### src/rtl/debouncer_pkg.sv
// Shared constants and helpers for the debouncer family (single-channel and bank).
// Counter widths are derived here so every user sizes its counters the same way.
package debouncer_pkg;

   localparam int DEF_N      = 4;
   localparam int DEF_DELAY  = 50000;
   localparam int DEF_HOLD   = 25000000;
   localparam int DEF_REPEAT = 5000000;

   typedef struct packed {
      logic z;
      logic rise;
      logic fall;
      logic long;
   } ch_evt_t;

   // Bits needed to hold values 0..max_val, never less than one.
   function automatic int cnt_width(input int max_val);
      return (max_val < 1) ? 1 : $clog2(max_val + 1);
   endfunction

endpackage

### src/rtl/debouncer_channel.sv
// One debouncer channel: 2-FF synchroniser, stability filter, edge and long-press pulses.
// Long-press auto-repeat is compiled in when DEBOUNCER_BANK_REPEAT_EN is defined.
module debouncer_channel
   import debouncer_pkg::*;
#(
   parameter int DELAY  = DEF_DELAY,
   parameter int HOLD   = DEF_HOLD,
   parameter int REPEAT = DEF_REPEAT
) (
   input  logic    i_ck,
   input  logic    i_reset_n,
   input  logic    i_x,
   output ch_evt_t o_evt
);

   localparam int CW = cnt_width(DELAY);
`ifdef DEBOUNCER_BANK_REPEAT_EN
   localparam int HW = cnt_width(HOLD + REPEAT);
   localparam logic [HW-1:0] C_H_WRAP = HW'(HOLD + REPEAT - 1);
`else
   // REPEAT has no effect in this build; the hold counter stops at HOLD.
   localparam int HW = cnt_width(HOLD + 0 * REPEAT);
`endif
   localparam logic [CW-1:0] C_CNT_LAST = CW'(DELAY - 1);
   localparam logic [HW-1:0] C_H_HOLD   = HW'(HOLD);

   logic          r_sync;
   logic          r_xs;
   logic          r_s;
   logic [CW-1:0] r_cnt;
   logic [HW-1:0] r_h;
   logic          r_rise;
   logic          r_fall;
   logic          r_long;

   logic          w_s_nxt;
   logic [CW-1:0] w_cnt_nxt;
   logic          w_rise_nxt;
   logic          w_fall_nxt;
   logic [HW-1:0] w_h_inc;
   logic [HW-1:0] w_h_nxt;
   logic          w_long_nxt;

   // Stability filter: accept xs only after DELAY consecutive differing cycles.
   always_comb begin
      w_s_nxt   = r_s;
      w_cnt_nxt = '0;
      if (r_xs == r_s) begin
         w_cnt_nxt = '0;
      end else if (r_cnt == C_CNT_LAST) begin
         w_s_nxt   = r_xs;
         w_cnt_nxt = '0;
      end else begin
         w_cnt_nxt = r_cnt + CW'(1);
      end
      w_rise_nxt = w_s_nxt & ~r_s;
      w_fall_nxt = ~w_s_nxt & r_s;
   end

   // Hold counter: restarts on press, pulses long when it reaches HOLD.
   always_comb begin
      w_h_inc    = r_h + HW'(1);
      w_h_nxt    = '0;
      w_long_nxt = 1'b0;
      if (!w_s_nxt || w_rise_nxt) begin
         w_h_nxt = '0;
`ifdef DEBOUNCER_BANK_REPEAT_EN
      end else if (r_h == C_H_WRAP) begin
         w_h_nxt    = C_H_HOLD;
         w_long_nxt = 1'b1;
`else
      end else if (r_h == C_H_HOLD) begin
         w_h_nxt = C_H_HOLD;
`endif
      end else begin
         w_h_nxt    = w_h_inc;
         w_long_nxt = (w_h_inc == C_H_HOLD);
      end
   end

   // State and registered event outputs.
   always_ff @(posedge i_ck or negedge i_reset_n) begin
      if (!i_reset_n) begin
         r_sync <= 1'b0;
         r_xs   <= 1'b0;
         r_s    <= 1'b0;
         r_cnt  <= '0;
         r_h    <= '0;
         r_rise <= 1'b0;
         r_fall <= 1'b0;
         r_long <= 1'b0;
      end else begin
         r_sync <= i_x;
         r_xs   <= r_sync;
         r_s    <= w_s_nxt;
         r_cnt  <= w_cnt_nxt;
         r_h    <= w_h_nxt;
         r_rise <= w_rise_nxt;
         r_fall <= w_fall_nxt;
         r_long <= w_long_nxt;
      end
   end

   assign o_evt = '{z: r_s, rise: r_rise, fall: r_fall, long: r_long};

endmodule

### src/rtl/debouncer_bank.sv
// N independent debouncer channels with press, release and long-press pulses.
// Define DEBOUNCER_BANK_REPEAT_EN to make long-press repeat every REPEAT cycles.
module debouncer_bank
   import debouncer_pkg::*;
#(
   parameter int N      = DEF_N,
   parameter int DELAY  = DEF_DELAY,
   parameter int HOLD   = DEF_HOLD,
   parameter int REPEAT = DEF_REPEAT
) (
   input  logic         ck,
   input  logic         reset_n,
   input  logic [N-1:0] x,
   output logic [N-1:0] z,
   output logic [N-1:0] rise,
   output logic [N-1:0] fall,
   output logic [N-1:0] long
);

   ch_evt_t w_evt [N];

   for (genvar gi = 0; gi < N; gi++) begin : g_ch
      debouncer_channel #(
         .DELAY  (DELAY),
         .HOLD   (HOLD),
         .REPEAT (REPEAT)
      ) u_ch (
         .i_ck      (ck),
         .i_reset_n (reset_n),
         .i_x       (x[gi]),
         .o_evt     (w_evt[gi])
      );

      assign z[gi]    = w_evt[gi].z;
      assign rise[gi] = w_evt[gi].rise;
      assign fall[gi] = w_evt[gi].fall;
      assign long[gi] = w_evt[gi].long;
   end

endmodule

### config.mk
export PLATFORM = sky130hd
export DESIGN_NAME = debouncer_bank
export DESIGN_NICKNAME = d
export VERILOG_FILES = /design/src/rtl/debouncer_pkg.sv /design/src/rtl/debouncer_channel.sv /design/src/rtl/debouncer_bank.sv
export SDC_FILE = /design/constraint.sdc
export NUM_CORES = 1
export LEC_CHECK = 0
export BUFFER_PORTS_ARGS = -buffer_cell sky130_fd_sc_hd__clkbuf_2
export CAP_MARGIN = 20
export CORE_ASPECT_RATIO = 0.7
export CORE_UTILIZATION = 40
export CTS_BUF_LIST = sky130_fd_sc_hd__clkbuf_16
export CTS_CLUSTER_DIAMETER = 60
export DETAILED_ROUTE_END_ITERATION = 10
export MAX_ROUTING_LAYER = met4
export PLACE_DENSITY_LB_ADDON = 0.25
export SETUP_SLACK_MARGIN = 0.2
export SLEW_MARGIN = 30
export SYNTH_ARGS = -nofsm -noshare
export SYNTH_HDL_FRONTEND = slang
export SYNTH_SLANG_ARGS = --single-unit
### constraint.sdc
create_clock -name ck -period 8.15 [get_ports ck]
set_clock_uncertainty 0.1 [all_clocks]
set_input_delay 0.4075 -clock ck [delete_from_list [all_inputs] [get_ports ck]]
set_output_delay 0.4075 -clock ck [all_outputs]
set_load 0.1 [all_outputs]
==> impl_results.md <==
* Sequential fraction of the synthesis area at 0.486
* Worst Path Arrival at 3.33 ns
* Post-synth cell types at 56
* Fin crit period at 3.12 ns
* Placement row count at 47
* Hold WS at -0.103 ns
* Max Slew Vio Count at 0
* Fillers at 2,311
* Critical path startpoint category: flip-flop
* Largest net degree at the start of global routing at 114
* Hold Crit Class: input pin to asynchronous set/reset pin
* Final Hold Fails at 76
* Die W at 188 um
* Status: finished, violations left
* Via count at 6,936
* Antenna Cells at 0
* CTS Buffer Depth at 2
* Net Sw Power at 0.000398 W
* R2r startpoint: g_ch[3].u_ch.r_cnt[11]$_DFF_PN0_
* Nets at 1,030
* Clk slew on worst S/H paths at 0.07 ns
* Yosys top cell area share at 0.486
* Initial core utilization at 0.408
* Final worst-path cycle share at 0.382
* Dominant cells by area after synthesis: dfrtp_1, nor2_1, xor2_1
* Failing checks: negative hold slack
* Async SR Flop Fraction at 1.00
* Post-detail-place hpwl at 12.6 mm
* Reg power frac at 0.535
* Drt drc at 0
* Max Cap Viol at 0
* H-tree depth at 4
* Unrepaired setup endpoints after global routing: no
* P_int at 0.00137 W
* Vias in the first global route at 6,709
* Core Util, Final at 0.446
* Die Span Y at 132 um
* Final Non-Filler Cells at 1,342
* Leakage at 4.18 nW
* Root Driver: clkbuf_16
* Seq cells post-synth at 188
* Clock share of power at 0.445
* Area Overhead vs Synth at 9.18%
* DRT Pass-1 Iters at 7
* Most common cell after layout, fill and taps aside: nor2_1
* Clock Sinks at 188
* Pwr/cell area at 167 nW/um2
* Core outline area at 23,700 um2
* Fin worst setup slack at 5.03 ns
* Combinational Power Share at 0.019
* DR WL/cell at 14.1 um
* Post-DP Area at 9980 um2
* CP endpoint kind: flip-flop
* First-pass GRT wire length at 33.3 mm
* DRT Wirelength at 18.9 mm
* Initial antenna violation count at 0
* Final Cell Area at 10,600 um2
* Post-detailed-route count of antenna-violating nets at 0
* Dpl ws at 4.73 ns
* Worst vdd rail ir drop at 0.128 mV
* Via density at 5.17
* Sw frac at 0.225
* Total GRT Usage at 0.168
* Syn Area/Cell at 9.57 um2
* Syn_nets at 1,030
* Routability congestion estimate from global placement at 0.809
* Ys Warns at 0
* EDFF count, synth at 0
* Total CTS buffers at 17
* Die area at 24,800 um2
* Post-synth design cell area at 9680 um2
* Most common flop cell mapped by yosys: dfrtp_1
* Slew headroom at 0.418
* Final setup TNS at 0 ns
* CTS tree: yes
* Initial DRC count at 399
* Share of layout cells above drive strength 1 at 0.0771
* Commonest non-fill, non-tap cells in the layout: nor2_1, dfrtp_1, xor2_1
* Placed Cells at 1,307
* Clock latency on the worst-skew pair at 0.43 ns
* CP Class: flip-flop to flip-flop
* Number of cells produced by synthesis at 1,012
* Post-CTS Resized at 0
* IO Pins at 22
* # setup viols final at 0
* GRT Residual Overflow at 0
* I/O Buffers at 21
* Max frequency at 0.321 GHz
* Worst Tran Pin Value at 0.873 ns
* Worst-path maximum fanout at 14
* Critical path origin: g_ch[3].u_ch.r_cnt[11]$_DFF_PN0_
* Data required time of the worst path at 8.37 ns
* Cell taking the most area after synthesis: dfrtp_1
[logic make-up after synthesis]
kind of cell,count (synthesis),share of synthesized area
DFF,188,0.486
xor gates and xnor gates,150,0.136
AOI/OAI and AO/OA,52,0.0375
adders and majority gates,12,0.0155
buffers and inverters,70,0.0343
muxes,11,0.0123
and+or+nand+nor,529,0.279
[timing repair]
| action | in CTS | in global routing |
|---|---|---|
| setup buffers | 0 | 0 |
| endpoints found under the hold margin | 4 | 0 |
| hold buffers | 4 | 0 |
[Yosys cell counts, drive strengths merged (2+ instances only)]
master   number
or4           7
and4b         2
nand4b        5
or3           4
nand3        69
nor2        198
a31oi         5
mux2          7
a2111oi       4
or4b          2
and4          5
a311oi        2
nor2b         3
a21oi        14
dfrtp       188
nor4bb        7
nor3b        11
nand2b        5
o21ai        12
and2          7
a31o          4
clkbuf       26
xor2         84
and3         36
or3b          2
inv          22
nor4         14
xnor2        66
ha           12
mux2i         4
o31ai         2
nand2        70
a211o         2
nand4        44
nor3         23
o32ai         2
nor4b        12
buf          22
[registers in the layout (all words and copies together) (netlist names)]
signal and count:
g_ch.u_ch.r_h 100, g_ch.u_ch.r_xs 4, g_ch.u_ch.r_fall 4, g_ch.u_ch.r_cnt 64, g_ch.u_ch.r_sync 4, g_ch.u_ch.r_long 4
g_ch.u_ch.r_rise 4, g_ch.u_ch.r_s 4
[layout make-up]
| cell class | instances | area (um2) | share of cell area |
|---|---|---|---|
| Sequential cell | 188 | 4700 | 0.445 |
| Multi-Input combinational cell | 754 | 4650 | 0.440 |
| Clock buffer | 17 | 425 | 0.0403 |
| Tap cell | 318 | 398 | 0.0376 |
| Timing Repair Buffer | 29 | 189 | 0.0179 |
| Clock inverter | 14 | 121 | 0.0115 |
| Inverter | 22 | 82.6 | 0.00781 |
[power groups by stage]
| stage | Combinational (W) | Clock, W | Sequential, W |
|---|---|---|---|
| detailed placement | 0.0000350 | 0 | 0.000963 |
| CTS | 0.0000366 | 0.000816 | 0.000945 |
| global route | 0.0000419 | 0.000850 | 0.000945 |
| floorplan | 0.0000110 | 0 | 0.000961 |
| finish | 0.0000343 | 0.000787 | 0.000945 |
| global placement | 0.0000350 | 0 | 0.000963 |
[metrics by stage]
| step | power, W | hold WS [ns] |
|---|---|---|
| 2_1_floorplan | 0.000972 | 0.0119 |
| 3_3_place_gp | 0.000998 | 0.239 |
| 3_5_place_dp | 0.000998 | 0.239 |
| 4_1_cts | 0.00180 | 0.0304 |
| 5_1_grt | 0.00184 | 0.0111 |
| 6_report | 0.00177 | -0.103 |
[metal layers]
layer / GRT usage / share of wire / vias up
met5: - / 0 / -
met4: 0.0366 / 0.0077 / 0
met3: 0.0351 / 0.030 / 10
met2: 0.227 / 0.40 / 84
met1: 0.254 / 0.56 / 3380
li1: - / - / 3462
[worst paths after layout]
check	end	slack, ns	cells past startpoint
max in group asynchronous	g_ch[1].u_ch.r_h[6]$_DFF_PN0_	6.84	2
hold reg to reg	g_ch[3].u_ch.r_xs$_DFF_PN0_	0.25	0
setup reg to reg	g_ch[3].u_ch.r_long$_DFF_PN0_	5.03	6
min in group ck	g_ch[3].u_ch.r_xs$_DFF_PN0_	0.25	0
setup / recovery	g_ch[3].u_ch.r_long$_DFF_PN0_	5.03	6
hold / removal	g_ch[3].u_ch.r_cnt[9]$_DFF_PN0_	-0.10	1
[worst max-delay path, cell delays in order, from the launching register on]
cell and delay, ns:
dfrtp_1 0.41, or4b_2 0.68, or4_1 0.67, o21ai_2 0.51, a31o_2 0.41, nand4b_1 0.16, nor4bb_1 0.05
(Power assumes the default switching activity.)
